### config.mk
export PLATFORM = sky130hd
export DESIGN_NAME = mem_arbiter
export DESIGN_NICKNAME = d
export VERILOG_FILES = /design/src/rtl/mem_arbiter.sv
export SDC_FILE = /design/constraint.sdc
export NUM_CORES = 1
export LEC_CHECK = 0
export CORE_ASPECT_RATIO = 0.7
export CORE_MARGIN = 2
export CORE_UTILIZATION = 19
export CTS_BUF_LIST = sky130_fd_sc_hd__clkbuf_4 sky130_fd_sc_hd__clkbuf_8
export CTS_CLUSTER_DIAMETER = 60
export DETAILED_ROUTE_END_ITERATION = 16
export PLACE_DENSITY_LB_ADDON = 0.15
export SYNTH_ARGS = -nofsm -noshare
export SYNTH_HDL_FRONTEND = slang
export SYNTH_SLANG_ARGS = --single-unit
### constraint.sdc
create_clock -name clock -period 1.9 [get_ports clock]
set_input_delay 0.38 -clock clock [delete_from_list [all_inputs] [get_ports clock]]
set_output_delay 0.38 -clock clock [all_outputs]
set_load 0.1 [all_outputs]
### src/rtl/mem_arbiter.sv
// Two-master (yari CPU / framebuffer read) arbiter in front of ssram_ctrl; FB priority with a CPU starvation limit.
// Latency: zero - an uncontended request reaches mem_* and can be accepted in the cycle it is presented.
// Backpressure: mem_waitrequest stalls the granted master; the loser always sees waitrequest. Optional stats: MEM_ARB_STATS_EN.
module mem_arbiter #(
   parameter logic [1:0] ID_FB         = 2'd3,
   parameter int         FB_MAX_STREAK = 4,
   parameter int         STREAK_W      = 4
) (
   input  logic        clock,
   input  logic        reset,
   input  logic [1:0]  cpu_id,
   input  logic [29:0] cpu_address,
   input  logic        cpu_read,
   input  logic        cpu_write,
   input  logic [31:0] cpu_writedata,
   input  logic [3:0]  cpu_writedatamask,
   output logic        cpu_waitrequest,
   input  logic [29:0] fb_address,
   input  logic        fb_read,
   output logic        fb_waitrequest,
   output logic        fb_readdatavalid,
   output logic [1:0]  mem_id,
   output logic [29:0] mem_address,
   output logic        mem_read,
   output logic        mem_write,
   output logic [31:0] mem_writedata,
   output logic [3:0]  mem_writedatamask,
   input  logic        mem_waitrequest,
`ifdef MEM_ARB_STATS_EN
   output logic [31:0] stat_fb_accepts,
   output logic [31:0] stat_cpu_accepts,
   output logic [31:0] stat_cpu_stall_cycles,
`endif
   input  logic [1:0]  mem_readdataid
);

   localparam logic [STREAK_W-1:0] STREAK_MAX = STREAK_W'(FB_MAX_STREAK);

   logic                lock_q, lock_d;
   logic                owner_q, owner_d;   // 0 = CPU, 1 = FB
   logic [STREAK_W-1:0] streak_q, streak_d;

   logic cpu_req;
   logic grant_vld;
   logic grant_fb;
   logic mem_req;
   logic accept;

   assign cpu_req = cpu_read | cpu_write;

   // Grant selection: a lock pins the owner until accept, otherwise FB wins unless the CPU has starved long enough
   always_comb begin
      grant_vld = 1'b0;
      grant_fb  = 1'b0;
      if (lock_q) begin
         grant_vld = 1'b1;
         grant_fb  = owner_q;
      end else if (fb_read && cpu_req && (streak_q >= STREAK_MAX)) begin
         grant_vld = 1'b1;
         grant_fb  = 1'b0;
      end else if (fb_read) begin
         grant_vld = 1'b1;
         grant_fb  = 1'b1;
      end else if (cpu_req) begin
         grant_vld = 1'b1;
         grant_fb  = 1'b0;
      end
   end

   // Request mux: FB is read-only; with no grant the fields default to the CPU side with the strobes low
   always_comb begin
      mem_id            = cpu_id;
      mem_address       = cpu_address;
      mem_read          = 1'b0;
      mem_write         = 1'b0;
      mem_writedata     = cpu_writedata;
      mem_writedatamask = cpu_writedatamask;
      if (grant_fb) begin
         mem_id      = ID_FB;
         mem_address = fb_address;
      end
      if (grant_vld && !reset) begin
         mem_read  = grant_fb ? 1'b1 : cpu_read;
         mem_write = grant_fb ? 1'b0 : cpu_write;
      end
   end

   assign mem_req = mem_read | mem_write;
   assign accept  = mem_req & ~mem_waitrequest;

   assign cpu_waitrequest  = reset | mem_waitrequest | ~(grant_vld & ~grant_fb);
   assign fb_waitrequest   = reset | mem_waitrequest | ~(grant_vld &  grant_fb);
   assign fb_readdatavalid = (mem_readdataid == ID_FB);

   // Next lock/owner/streak: lock a stalled grant, release on accept; streak counts FB wins over a waiting CPU
   always_comb begin
      lock_d   = 1'b0;
      owner_d  = owner_q;
      streak_d = streak_q;
      if (mem_req && mem_waitrequest) begin
         lock_d  = 1'b1;
         owner_d = grant_fb;
      end
      if (!cpu_req || (accept && !grant_fb)) begin
         streak_d = '0;
      end else if (accept && grant_fb && (streak_q < STREAK_MAX)) begin
         streak_d = streak_q + STREAK_W'(1);
      end
   end

   // State register with synchronous reset; masters must re-present after a reset
   always_ff @(posedge clock) begin
      if (reset) begin
         lock_q   <= 1'b0;
         owner_q  <= 1'b0;
         streak_q <= '0;
      end else begin
         lock_q   <= lock_d;
         owner_q  <= owner_d;
         streak_q <= streak_d;
      end
   end

`ifdef MEM_ARB_STATS_EN
   // Free-running wrap-around event counters for accepts and CPU stall cycles
   always_ff @(posedge clock) begin
      if (reset) begin
         stat_fb_accepts       <= '0;
         stat_cpu_accepts      <= '0;
         stat_cpu_stall_cycles <= '0;
      end else begin
         if (accept && grant_fb)        stat_fb_accepts       <= stat_fb_accepts + 32'd1;
         if (accept && !grant_fb)       stat_cpu_accepts      <= stat_cpu_accepts + 32'd1;
         if (cpu_req && cpu_waitrequest) stat_cpu_stall_cycles <= stat_cpu_stall_cycles + 32'd1;
      end
   end
`endif

`ifndef SYNTHESIS
   // The CPU must never borrow the FB return ID, or its read data would be claimed by the framebuffer
   a_cpu_id: assert property (@(posedge clock) disable iff (reset) cpu_req |-> (cpu_id != ID_FB))
      else $error("mem_arbiter: cpu_id equals ID_FB while CPU requests");
   // A locked owner has to hold its request until the controller takes it
   a_hold: assert property (@(posedge clock) disable iff (reset) lock_q |-> (owner_q ? fb_read : cpu_req))
      else $error("mem_arbiter: locked owner dropped its request before accept");
`endif

endmodule

==> reports/results.ini, run 1 <==
[clock_tree]
cts_root_buf=clkbuf_8
h-tree-depth=1
cts_tree=built
cts_sinks=6
clock_latency_ns=0.22
cts_buffers=3
cts.clk_slew.worst_paths_ns=0.03
clk_path_buf_depth=2
ctsHoldBuffers=0

[logic_synthesis]
synth_top_area_frac=0.319
synth_top_family_by_area=multiplexers
avgSynthCellArea_sq_um=8.83
async_flop_share=0
yosysTopAreaCell=mux2_2
synth_edf_count=0
synth_nets=223
synth_flop_cell=dfxtp_1
synth_cells=116
synth-seq-cells=6
synthXorXnorAreaFrac=0
yosys-top-cells-area=mux2_2 (32%), buf_4 (27%), dfxtp_1 (12%)
yosysSeqAreaShare=0.117
syn_area_sq_um=1020
yosysWarningCount=0
synth_common_cells=buf_4 (37), mux2_2 (29), dfxtp_1 (6)
synthAdderAreaFrac=0.0122
post-synth-top-count-cell=buf_4
synth.distinct_cells=27
synth_compound_area_frac=0.0818
yosys.area_share.simple=0.116
synthMuxAreaShare=0.350

[global_route]
grt_max_degree=8
grt_pass1_vias=1226
grt_pass1_wl_mm=7.22
grt_usage=0.153
overflow=0
grt_antenna_before_repair=0

[power_and_ir_drop]
leakagePower_nw=1.15
total_power_mw=1.58
ir_worst_vdd_mv=0.257
power_density_nw_per_um2=603

[cells_and_area]
drive_gt1_frac=0.498
finalNonFillerCells=275
fin_nets=312
syn_to_final_growth_pct=155
diodes=0

[critical_path]
cp_max_fo=6
path_cells=dlygate4sd2_1 -> nor2_2 -> o31ai_4 -> buf_6 -> buf_8 -> mux2_4 -> buf_12
cp-end-kind=output pin
path_class=input port to output pin
cp.required_ns=1.52
r2r-end=streak_q[1]$_SDFFE_PP0P_
path_delay_family=buffers and inverters
start_kind=input port
ff2ff_setup_slack_ns=0.17
crit_slowest_cell=mux2_4
slowest_delay_ns=0.33
ff2ff_path_depth=5
r2r_start=lock_q$_SDFF_PP0_
path_buf_inv=4
critPathArrivalTime_ns=1.77

[sta]
post-route-min-period_ns=2.15
fmax_mhz=465
rsz0062_at_grt=true
worstMarginPinSlew_ns=0.390
max_slew_margin=0.738
finalCritPeriodShare=1.13
hold_viol_final=0
finalSetupViolations=34
hold_slack_ns=0.492
skew_ns=0.00300
worst_slack_ns=-0.251
slew_viol_final=0

[floorplan]
die_y_um=65.4
rows=22
core_sq_um=5230
io_pins=179
start_util=0.196
fp.dieArea_sq_um=6010
die_width_um=91.8

[min_path]
whs_endpoint=streak_q[0]$_SDFFE_PP0P_
min_path_type=flop to flop
min_from=streak_q[0]$_SDFFE_PP0P_
whs_path_depth=2

[detailed_routing]
final_antenna_net_count=0
route.detailed.drc=0
vias_per_cell=4.25
initialDrtViolationCount=26
wl_per_cell_um=17.7
via_count=1168
wl_mm=4.88
dr.pass1.iters=4

[status]
violations=negative setup slack
status=complete, but fails checks

[placed_design]
numPortBuffers=106
place_congestion=0.831
hpwl_mm=3.66
place_inst=268

[job]
maxCapViolations=0

## worst min-delay path: stages (launching register included)
cell and delay, ns:
dfxtp_1 0.31, o21ai_0 0.07, a21oi_1 0.06
## logic make-up after synthesis
kind of cell	after synthesis
AOI/OAI and AO/OA	11
adders and majority gates	1
and+or+nand+nor	21
muxes	32
buffers and inverters	45
DFF	6
## cell usage in the layout (no fill, tap or decap), types with 3 or more instances in the layout
master	instances
buf_12	39
a21oi_1	3
mux2_4	29
clkdlybuf4s50_1	66
buf_4	13
inv_1	4
clkbuf_8	3
dfxtp_1	5
nand2b_1	3
nor2_1	3
## sequential cells by signal, summed over array words and instances, names as in the netlist
register	flops
streak_q	4
owner_q	1
lock_q	1
## per-stage QoR
stage,util,setup TNS (ns),area [sq um],setup WS (ns)
after floorplan,-,-2.30,1080,-0.110
after global placement,0.461,-16.46,2410,-0.496
after detailed placement,0.461,-17.81,2410,-0.533
after CTS,0.515,-8.66,2690,-0.310
after global routing,0.500,-8.22,2620,-0.282
final,0.500,-6.96,2620,-0.251
## report_power, final
| part | internal (mW) | switching [mW] |
|---|---|---|
| Combinational | 0.547 | 0.709 |
| Sequential | 0.130 | 0.00216 |
| Clock | 0.136 | 0.0546 |
## final cells by class
type                            count  area, sq um
Multi-Input combinational cell     65          728
Timing Repair Buffer              125         1620
Tap cell                           72         90.1
Clock buffer                        3         41.3
Fill cell                         470         2610
Sequential cell                     6          121
Inverter                            4         15.0
## repair_timing
action	in CTS	in global routing
endpoints found under the setup margin	36	36
buffers inserted	6	1
cloned	3	0
pin swaps	3	2
resized for setup	39	6
## worst max-delay path by stage
| stage | end | cells past startpoint | start |
|---|---|---|---|
| floorplan | mem_address[0] | 5 | lock_q$_SDFF_PP0_ |
| global placement | mem_address[4] | 6 | cpu_read |
| detailed placement | mem_address[4] | 6 | cpu_read |
| CTS | mem_address[4] | 7 | lock_q$_SDFF_PP0_ |
| global route | mem_address[28] | 6 | lock_q$_SDFF_PP0_ |
| finish | mem_address[28] | 7 | cpu_write |
## metal layers
metal / GRT usage / part of all wire / vias to the layer above
li1: - / - / 544
met2: 0.274 / 0.51 / 75
met1: 0.184 / 0.39 / 539
met4: 0.0299 / 0.0066 / 0
met3: 0.0470 / 0.097 / 10
met5: 0 / 0 / -
No activity file was read; power rests on OpenSTA's default activity.
==> run 2: changes to the inputs <==
--- a/config.mk
+++ b/config.mk
@@ -10,3 +10,3 @@
 export CORE_UTILIZATION = 19
-export CTS_BUF_LIST = sky130_fd_sc_hd__clkbuf_4 sky130_fd_sc_hd__clkbuf_8
+export CTS_BUF_LIST = sky130_fd_sc_hd__clkbuf_8
 export CTS_CLUSTER_DIAMETER = 60
==> constraint.sdc (replaced) <==
create_clock -name clock -period 1.9 [get_ports clock]
set_input_delay 0.475 -clock clock [delete_from_list [all_inputs] [get_ports clock]]
set_output_delay 0.475 -clock clock [all_outputs]
set_load 0.1 [all_outputs]
==> run 2 against run 1 <==
  * Critical path type is now flop to output pin
  * Clock power rose by 4%
  * Via count is 1.3% higher
  * Critical path depth fell by 1
  * Cell area rose by 5.0%
  * Fmax down 4.5%
  * Wire length increased by 4.1%
  * Critical endpoint is now mem_address[14]
  * First-iteration DRC count rose by 62%
  * Highest routed layer unchanged
  * Die area stayed put
  * Core utilization is 2.5 points higher
  * Largest cell class unchanged
  * The flow still finishes with violations (negative setup slack)
  * Setup slack worse by 0.10 ns
  * Power increased by 3.4%
==> reports/results.ini, run 2 (synthesis results as in run 1) <==
[sta]
skew_ns=0.00495  ; +0.00195 ns
hold_viol_final=0  ; unchanged
fmax_mhz=444  ; -4.5%
post-route-min-period_ns=2.25  ; +0.101 ns
max_slew_margin=0.721  ; -0.0170
finalSetupViolations=35  ; +2.9%
rsz0062_at_grt=true
finalCritPeriodShare=1.19  ; +0.0531
hold_slack_ns=0.495  ; +0.00326 ns
worst_slack_ns=-0.352  ; -0.101 ns
slew_viol_final=0  ; unchanged
worstMarginPinSlew_ns=0.416  ; +0.0268 ns

[job]
maxCapViolations=0  ; unchanged

[status]
violations=negative setup slack
status=complete, but fails checks

[min_path]
whs_path_depth=2  ; unchanged
min_path_type=flop to flop

[power_and_ir_drop]
leakagePower_nw=1.23  ; +7.7%
ir_worst_vdd_mv=0.174  ; -32%
total_power_mw=1.63  ; +3.4%
power_density_nw_per_um2=594  ; -1.5%

[clock_tree]
h-tree-depth=1  ; unchanged
cts_sinks=6  ; unchanged
clk_path_buf_depth=2  ; unchanged
cts_root_buf=clkbuf_8
clock_latency_ns=0.23  ; about the same
cts_buffers=3  ; unchanged
cts.clk_slew.worst_paths_ns=0.04  ; about the same
cts_tree=built

[detailed_routing]
route.detailed.drc=0  ; unchanged
final_antenna_net_count=0  ; unchanged
wl_per_cell_um=18.1  ; +2.3%
vias_per_cell=4.23  ; -0.52%
wl_mm=5.08  ; +4.1%
initialDrtViolationCount=42  ; +62%
dr.pass1.iters=4  ; unchanged
via_count=1183  ; +1.3%

[critical_path]
path_class=flop to output pin
cp.required_ns=1.42  ; -0.10 ns
ff2ff_path_depth=5  ; unchanged
start_kind=flop
cp_max_fo=6  ; unchanged
critPathArrivalTime_ns=1.78  ; about the same
cp-end-kind=output pin

[placed_design]
hpwl_mm=4.06  ; +11%
preCtsSetupSlack_ns=-0.751  ; -0.218 ns
numPortBuffers=106  ; unchanged
place_congestion=0.771  ; -7.1%

[cells_and_area]
final_cell_mix=clkdlybuf4s50_1 (65), buf_12 (38), mux2_4 (31)
diodes=0  ; unchanged
fin_nets=317  ; +1.6%
num-fill-cells=434  ; -7.7%
drive_gt1_frac=0.543  ; +0.0457
largest_reg_flops=4  ; unchanged
regMostFlops=streak_q
reg_top3=streak_q x4, lock_q x1, owner_q x1
syn_to_final_growth_pct=168
final_common_cell=clkdlybuf4s50_1

[global_route]
overflow=0  ; unchanged
grt_pass1_wl_mm=7.39  ; +2.3%
grt_antenna_before_repair=0  ; unchanged
grt_pass1_vias=1199  ; -2.2%
grt_usage=0.162  ; +0.00832
grt_max_degree=11  ; +3

[floorplan]
rows=22  ; unchanged
core_sq_um=5230  ; unchanged
die_width_um=91.8  ; unchanged
die_y_um=65.4  ; unchanged
start_util=0.196  ; unchanged
io_pins=179  ; unchanged
fp.dieArea_sq_um=6010  ; unchanged

## run 2: cell types whose count changed in the layout (fill, tap and decap cells not counted), sizes merged
cell and change:
buf +8, clkdlybuf4s15 -2, clkdlybuf4s50 -1, dlygate4sd2 -1, dlymetal6s2s +1
## run 2: power breakdown
group          leakage, nW  internal [mW]  switching (mW)
registers           0.0491          0.130         0.00254
logic                 1.16          0.582           0.718
clock network       0.0216          0.137          0.0625
## run 2: timing repair
item	4_1_cts	5_1_grt
setup buffers	3	2
pin swaps	2	2
resized for setup	35	5
hold buffers	0	0
gates cloned	3	0
setup endpoints to repair	38	37
## run 2: worst paths after layout
check | startpoint | endpoint | slack [ns]
max | lock_q$_SDFF_PP0_ | mem_address[14] | -0.35
max reg2reg | lock_q$_SDFF_PP0_ | streak_q[1]$_SDFFE_PP0P_ | 0.20
min reg2reg | streak_q[1]$_SDFFE_PP0P_ | streak_q[1]$_SDFFE_PP0P_ | 0.49
min | streak_q[1]$_SDFFE_PP0P_ | streak_q[1]$_SDFFE_PP0P_ | 0.49
## run 2: area by class of cell
class,instances,area (sq um),area share
repair buffers,130,1710,0.621
multi-input cells,65,774,0.282
flip-flops and latches,6,121,0.0442
well taps,72,90.1,0.0328
clock buffers,3,41.3,0.0150
inverters,4,15.0,0.00546
## run 2: worst max-delay path, stage by stage (launching register included)
cell,delay [ns]
dfxtp_2,0.34
mux2_4,0.32
o31ai_4,0.08
buf_6,0.18
buf_16,0.13
mux2_4,0.31
buf_12,0.17
## run 2: routing by layer
| layer | track usage | part of all wire |
|---|---|---|
| met2 | 0.272 | 0.50 |
| met4 | 0.0653 | 0.023 |
| met5 | 0 | 0 |
| met1 | 0.195 | 0.39 |
| met3 | 0.0482 | 0.093 |
## run 2: through the flow
step           std cells  TNS [ns]  area (sq um)   util
5_1_grt              280    -13.22          2750  0.525
3_3_place_gp         270    -25.08          2520  0.482
6_report             280    -11.38          2750  0.525
3_5_place_dp         270    -25.83          2520  0.482
2_1_floorplan        116     -4.92          1180      -
4_1_cts              279    -11.67          2730  0.522
